**src/rtl/aes_round_ctrl.sv**
```systemverilog
// AES-128 round sequencer: stores the key schedule from an external expansion
// function and steps a shared external round datapath for encrypt or decrypt.
module aes_round_ctrl (
  input  logic         clk,
  input  logic         rst_n,
  input  logic         key_load_i,
  input  logic [127:0] key_i,
  output logic         key_ready_o,
  output logic [3:0]   ke_rc_o,
  output logic [127:0] ke_prev_o,
  input  logic [127:0] ke_next_i,
  input  logic         in_valid_i,
  output logic         in_ready_o,
  input  logic         in_dec_i,
  input  logic [127:0] in_data_i,
  output logic [3:0]   dp_rc_o,
  output logic         dp_dec_o,
  output logic         dp_last_o,
  output logic [127:0] dp_state_o,
  output logic [127:0] dp_key_o,
  input  logic [127:0] dp_next_i,
  output logic         out_valid_o,
  input  logic         out_ready_i,
  output logic [127:0] out_data_o
);
  localparam logic [1:0] IDLE  = 2'd0;
  localparam logic [1:0] KEXP  = 2'd1;
  localparam logic [1:0] ROUND = 2'd2;
  localparam logic [1:0] DONE  = 2'd3;

  logic [1:0]   fsm_q, fsm_d;
  logic [3:0]   kcnt_q, kcnt_d;
  logic [3:0]   rnd_q, rnd_d;
  logic         key_ready_q, key_ready_d;
  logic         dec_q, dec_d;
  logic [127:0] st_q, st_d;
  logic [127:0] rk_q [0:10];
  logic         load_go, accept, in_round;
  logic [3:0]   rk_sel;

  assign load_go    = (fsm_q == IDLE) && key_load_i;
  assign in_ready_o = (fsm_q == IDLE) && key_ready_q && !key_load_i;
  assign accept     = in_valid_i && in_ready_o;
  assign in_round   = (fsm_q == ROUND);

  always_comb begin
    fsm_d       = fsm_q;
    kcnt_d      = kcnt_q;
    rnd_d       = rnd_q;
    key_ready_d = key_ready_q;
    dec_d       = dec_q;
    st_d        = st_q;
    case (fsm_q)
      IDLE: begin
        if (load_go) begin
          key_ready_d = 1'b0;
          kcnt_d      = 4'd1;
          fsm_d       = KEXP;
        end else if (accept) begin
          st_d  = in_data_i ^ (in_dec_i ? rk_q[10] : rk_q[0]);
          rnd_d = 4'd1;
          dec_d = in_dec_i;
          fsm_d = ROUND;
        end
      end
      KEXP: begin
        kcnt_d = kcnt_q + 4'd1;
        if (kcnt_q == 4'd10) begin
          kcnt_d      = 4'd0;
          key_ready_d = 1'b1;
          fsm_d       = IDLE;
        end
      end
      ROUND: begin
        st_d  = dp_next_i;
        rnd_d = rnd_q + 4'd1;
        if (rnd_q == 4'd10) begin
          rnd_d = 4'd0;
          fsm_d = DONE;
        end
      end
      default: begin
        if (out_ready_i) fsm_d = IDLE;
      end
    endcase
  end

  always_ff @(posedge clk or negedge rst_n) begin
    if (!rst_n) begin
      fsm_q       <= IDLE;
      kcnt_q      <= 4'd0;
      rnd_q       <= 4'd0;
      key_ready_q <= 1'b0;
      dec_q       <= 1'b0;
      st_q        <= '0;
    end else begin
      fsm_q       <= fsm_d;
      kcnt_q      <= kcnt_d;
      rnd_q       <= rnd_d;
      key_ready_q <= key_ready_d;
      dec_q       <= dec_d;
      st_q        <= st_d;
    end
  end

  // Schedule storage is left unreset; key_ready guards every use of it.
  always_ff @(posedge clk) begin
    if (load_go)
      rk_q[0] <= key_i;
    else if (fsm_q == KEXP)
      rk_q[kcnt_q] <= ke_next_i;
  end

  assign rk_sel = dec_q ? (4'd10 - rnd_q) : rnd_q;

  assign key_ready_o = key_ready_q;
  assign ke_rc_o     = (fsm_q == KEXP) ? kcnt_q : 4'd0;
  assign ke_prev_o   = (fsm_q == KEXP) ? rk_q[kcnt_q - 4'd1] : '0;
  assign dp_rc_o     = in_round ? rnd_q : 4'd0;
  assign dp_last_o   = in_round && (rnd_q == 4'd10);
  assign dp_key_o    = in_round ? rk_q[rk_sel] : '0;
  assign dp_dec_o    = dec_q;
  assign dp_state_o  = st_q;
  assign out_valid_o = (fsm_q == DONE);
  assign out_data_o  = out_valid_o ? st_q : '0;
endmodule

```
**config.mk**
```make
export PLATFORM = sky130hd
export DESIGN_NAME = aes_round_ctrl
export DESIGN_NICKNAME = d
export VERILOG_FILES = /design/src/rtl/aes_round_ctrl.sv
export SDC_FILE = /design/constraint.sdc
export NUM_CORES = 2
export LEC_CHECK = 0
export ABC_CLOCK_PERIOD_IN_PS = 14200
export BUFFER_PORTS_ARGS = -buffer_cell sky130_fd_sc_hd__buf_4
export CELL_PAD_IN_SITES_DETAIL_PLACEMENT = 0
export CELL_PAD_IN_SITES_GLOBAL_PLACEMENT = 2
export CORE_UTILIZATION = 35
export CTS_BUF_LIST = sky130_fd_sc_hd__clkbuf_8 sky130_fd_sc_hd__clkbuf_16
export CTS_CLUSTER_DIAMETER = 200
export CTS_CLUSTER_SIZE = 40
export DETAILED_ROUTE_END_ITERATION = 8
export PLACE_DENSITY_LB_ADDON = 0.1
export SYNTH_ARGS = -nofsm -noshare
export SYNTH_HDL_FRONTEND = slang
export SYNTH_SLANG_ARGS = --single-unit
```
**constraint.sdc**
```tcl
create_clock -name clk -period 14.2 [get_ports clk]
set_input_delay 2.84 -clock clk [delete_from_list [all_inputs] [get_ports clk]]
set_output_delay 2.84 -clock clk [all_outputs]
set_load 0.02 [all_outputs]
```
---- Word level (Yosys, flattened, before mapping) ----
Memory sizes are Yosys's and may differ from the RTL's.
Index checks and enable logic that the tools add are counted.
word-level totals
  bits in writable memories ............... 1408
  memories kept ........................... 1
  logic and storage cells ................. 74
  output and inout port bits .............. 525
  register bits ........................... 140
cells by class
  muxes and demuxes ....................... 34
  bitwise gates (word level) .............. 2
  $add $sub $neg .......................... 4
  reduce and logical (&&, ||, !) cells .... 16
  eq/ne operators ......................... 11
memories
  name  depth  bits a word  rd ports  clocked after Yosys merged registers in  wr ports  RTL line  RTL
  rk_q  11     128          4         0                                        1         37        logic [127:0] rk_q [0:10];
operator list
  operator             count
  $mux 128             7
  $pmux 128 s2         1
  $reduce_or 128->1    1
  $xor 128x128->128    1
  $mux 4               9
  $pmux 4 s2           2
  $mux 2               5
  $reduce_and 3->1     3
  $add 4x1->4 const B  2
  $eq 4x4->1 const B   2
  $mux 1               8
  $ne 2x2->1 const B   4
  $pmux 2 s3           1
  $logic_and 1x1->1    5
  $eq 2x2->1 const B   2
  $reduce_and 4->1     1
  $reduce_bool 2->1    2
  $reduce_bool 4->1    1
  $sub 4x1->4 const B  1
  $sub 4x4->4 const A  1
  $ne 3x3->1 const B   1
  $eq 2x1->1 const B   1
  $logic_not 2->1      1
  $ne 2x1->1 const B   1
  4 further kinds      4

---- Longest topological paths before layout ----
  depth in word-level cells ............... 7
  mapped depth ............................ 13
  depth with buffers taken out ............ 7

---- Least setup slack after synthesis ----
Ideal clock, no wire load.
  path kind ............................... reg-to-reg
  start ................................... register fsm_q[0]
  end ..................................... memory rk_q[2][0], enable pin
  buffers on the path ..................... 2
  stages on the path, launching flop included .. 6
  required time ........................... 13271 ps
  period minus slack after synthesis ...... 14217 ps
  path slack .............................. -17 ps
  arrival time ............................ 13288 ps
  library setup time ...................... 929 ps
  cells stage by stage .................... dfrtp_1 -> buf_2 -> nor2b_1 -> buf_2 -> and2_1 -> nor4_1
on the way
  longest elaborated chain between the ends .. 6
RTL lines
  item                                           RTL line  RTL
  start: declaration                             31        logic [1:0] fsm_q, fsm_d;
  start signal: assignment                       97        fsm_q <= fsm_d;
  $eq 2x1->1 or $logic_not 2->1 (tied branches)  110, 41
  $mux 1 or $logic_and 1x1->1 (tied branches)    110, 41
  $mux 1                                         108       if (load_go)
  $mux 1 (not written as such)                   111       rk_q[kcnt_q] <= ke_next_i;
  $reduce_or 128->1 (no line)                    -
  $mux 4 (no line) or $mux 1 (tied branches)     -
  end: declaration                               37
Several ways; a longest one is shown, not always the timed one.

---- Worst setup path after layout ----
  start ................................... register kcnt_q[0]
  end ..................................... output port ke_prev_o[80]
on the way
  longest elaborated chain between the ends .. 3
RTL lines
  item                      RTL line  RTL
  start: declaration        32        logic [3:0] kcnt_q, kcnt_d;
  start signal: assignment  98        kcnt_q <= kcnt_d;
  $sub 4x1->4               118       assign ke_prev_o = (fsm_q == KEXP) ? rk_q[kcnt_q - 4'd1] : '0;
  $mem_v2 11x128            -
  $mux 128                  118
  end: declaration          10        output logic [127:0] ke_prev_o,
No other way between the ends.

==> impl_metrics.env <==
export IMPL_syn_nets=6922
export IMPL_avgSynthCellArea_sq_um=12.1
export IMPL_cp_max_fo=141
export IMPL_r2r_end="rk_q[9][89]"
export IMPL_setup_tns_ns=0
export IMPL_synth_cells=6398
export IMPL_wire_per_inst_microns=30.7
export IMPL_clock_sinks=1548
export IMPL_layout_commonest_cell="edfxtp_1"
export IMPL_clkPwrFrac_pct=8.5
export IMPL_setup_ws_ns=5.20
export IMPL_final_max_slew_viol_count=0
export IMPL_drv_cap=0
export IMPL_power_switching_mw=11.4
export IMPL_cts_tree="built"
export IMPL_critPathSlowestCell="dfrtp_4"
export IMPL_final_cell_mix="edfxtp_1 (1408), nand2_1 (1165), buf_4 (1131)"
export IMPL_cp_num_cells=8
export IMPL_irDropWorstVdd_mv=0.344
export IMPL_slew_headroom_pct=20.9
export IMPL_rsz0062_at_grt="no"
export IMPL_skew_ns=0.0339
export IMPL_post_place_ws_ns=5.99
export IMPL_place_congestion=0.818
export IMPL_crit_top_cell="buf_4"
export IMPL_totalWireLength_microns=306000
export IMPL_insertion_delay_ns=0.75
export IMPL_fin_crit_sh_pct=63.4
export IMPL_antenna_left=0
export IMPL_p_leak_nw=34.0
export IMPL_grtUsageTotal_pct=26.7
export IMPL_required_ns=11.36
export IMPL_yosys_area_top_type="edfxtp_1"
export IMPL_reg2reg_depth=7
export IMPL_comb_power_share_pct=60.0
export IMPL_p_per_area_mw_per_mm2=264
export IMPL_synth_ff_type="edfxtp_1"
export IMPL_grt_max_degree=181
export IMPL_final_nets=7597
export IMPL_hpwl_microns=186000
export IMPL_holdBufCountCts=0
export IMPL_p_int_mw=11.9
export IMPL_gr_total_overflow=0
export IMPL_viasPerCell=5.69
export IMPL_drt_first_pass_iters=5
export IMPL_die_h_microns=471
export IMPL_drc=0
export IMPL_cp_end_kind="primary output"
export IMPL_synth_cell_types=41
export IMPL_crit_arrival_ns=6.16
export IMPL_clkSlewWorstSetupHoldPaths_ns=0.16
export IMPL_routed_via_count=56700
export IMPL_setup_viol=0
export IMPL_path_buf_inv=4
export IMPL_sequentialPowerShare_pct=31.6
export IMPL_start_kind="register"
export IMPL_cts_resized_gates=0
export IMPL_cts_inserted_buffers=44
export IMPL_hp_class="reg2reg"
export IMPL_drt_iter0_drc=4866
export IMPL_grt_pass1_wl_microns=427000
export IMPL_area_delta_synth_final_pct=14.8
export IMPL_cp_endpoint="ke_prev_o[80]"
export IMPL_fmax_mhz=111
export IMPL_async_reset_ff_share_pct=9.04
export IMPL_critical_path_startpoint="kcnt_q[0]"
export IMPL_clockBufferDepth=3
export IMPL_syn_cell_area_sq_mm=0.0771
export IMPL_rrSetupSlack_ns=8.48
export IMPL_worstSetupPathType="reg2out"
export IMPL_holdCritStartpoint="key_ready_o"
export IMPL_post_cts_buffers=0
export IMPL_yosys_warnings=0
export IMPL_fp_row_count=171
export IMPL_ys_seq_area_share_pct=59.4
export IMPL_core_sq_mm=0.218
export IMPL_cts_htree_levels=2
export IMPL_drive_above_1_share_pct=20.9
export IMPL_ios=1043
export IMPL_cts_root_buf="clkbuf_16"
export IMPL_synth_edf_count=1408
export IMPL_fillers=20800
export IMPL_worstMarginPinSlew_ns=1.19
export IMPL_period_needed_ns=9.00
export IMPL_path_cells="inv_1, ha_4, buf_4, buf_12, mux4_2, mux2i_1, a211oi_1, buf_4"
export IMPL_initial_utilization_pct=35.4
export IMPL_r2r_start="fsm_q[0]"
export IMPL_fp_dieW_microns=471
export IMPL_antenna_found_initial=9
export IMPL_synth_top_area_share_pct=54.8
export IMPL_synth_area_leaders="edfxtp_1 (55%), mux2i_1 (8.3%), mux4_2 (7.5%)"
export IMPL_die_area_sq_mm=0.222
export IMPL_hold_violations=0
export IMPL_swShare_pct=48.9
export IMPL_status="completed"
export IMPL_max_stage_delay_ns=0.96
export IMPL_port_buffers=1042
export IMPL_critPathTopFamily="buffers and inverters"
export IMPL_synth_seq_cells=1548
export IMPL_grt_pass1_vias=55800
synth_stat cells (all sizes together) (2+ instances only):
| cell | n |
|---|---|
| xor2 | 130 |
| ha | 6 |
| nand3 | 388 |
| mux2i | 641 |
| nand2b | 5 |
| a21oi | 521 |
| nand3b | 3 |
| and2 | 7 |
| o21ai | 7 |
| dfrtp | 140 |
| o22ai | 128 |
| or2 | 2 |
| inv | 7 |
| a32oi | 127 |
| xnor2 | 3 |
| nor2 | 651 |
| edfxtp | 1408 |
| a211oi | 128 |
| and3 | 131 |
| mux4 | 257 |
| nor2b | 2 |
| buf | 283 |
| nand2 | 1167 |
| nor3 | 9 |
| clkbuf | 237 |
logic make-up (layout without fill, tap and decap cells):
| group | Yosys count | count (layout) | synth area share [%] |
|---|---|---|---|
| simple gates | 2370 | 2370 | 12.7 |
| flops | 1548 | 1548 | 59.4 |
| compound gates | 915 | 915 | 7.20 |
| mux | 899 | 899 | 15.9 |
| buf+inv | 527 | 1235 | 3.23 |
| xor+xnor | 133 | 133 | 1.52 |
| fa+ha+maj | 6 | 6 | 0.0974 |
| other cells | 0 | 4 | 0 |
worst min-delay path: stages, from the launching register on:
cell,delay (ns)
dfrtp_1,0.44
o21ai_0,0.08
nand2_1,0.05
flip-flops by register name, indices dropped and copies added (netlist names):
register and cells:
rnd_q 4, fsm_q 2, rk_q 1408, kcnt_q 4, dp_state_o 128, dp_dec_o 1, key_ready_o 1
routing by layer:
layer	part of all wire [%]	track usage (%)	wire, microns	vias up
met1	43	35.7	130000	29400
met3	5.7	3.26	17400	220
met5	0.010	0	31	-
met2	50	46.3	152000	2050
li1	-	-	-	25000
met4	2.0	5.54	6010	4
cell type report:
type / count / area (sq um) / area share (%)
tap: 2854 / 3570 / 4.03
clock buffer: 45 / 1130 / 1.27
inverter: 7 / 26.3 / 0.0297
timing repair buffer: 1149 / 8840 / 9.98
antenna: 4 / 10.0 / 0.0113
multi-input combinational: 4323 / 29000 / 32.8
sequential: 1548 / 45800 / 51.7
clock inverter: 34 / 140 / 0.158
metrics by stage:
step	hold slack (ns)	util (%)	std cells	instance area [sq um]	power [mW]
final	0.595	40.6	9964	88500	23.4
after global routing	0.615	40.6	9963	88500	24.5
after CTS	0.592	40.6	9960	88500	23.5
after detailed placement	0.552	40.0	9881	87300	21.6
after global placement	0.534	40.0	9881	87300	21.5
after floorplan	0.563	-	6398	77100	16.0
worst min path at each step:
stage | endpoint | slack, ns | cells past startpoint
global route | key_ready_o | 0.62 | 2
detailed placement | key_ready_o | 0.55 | 2
floorplan | kcnt_q[2] | 0.56 | 1
global placement | key_ready_o | 0.53 | 2
CTS | key_ready_o | 0.59 | 2
finish | key_ready_o | 0.60 | 2
power groups by stage:
stage | clock network [mW] | logic (mW) | registers [mW]
4_1_cts | 2.04 | 14.1 | 7.37
3_3_place_gp | 0 | 14.1 | 7.46
3_5_place_dp | 0 | 14.1 | 7.48
6_report | 1.98 | 14.0 | 7.38
2_1_floorplan | 0 | 8.53 | 7.51
5_1_grt | 2.15 | 14.9 | 7.47
No activity file was read; power rests on OpenSTA's default activity.
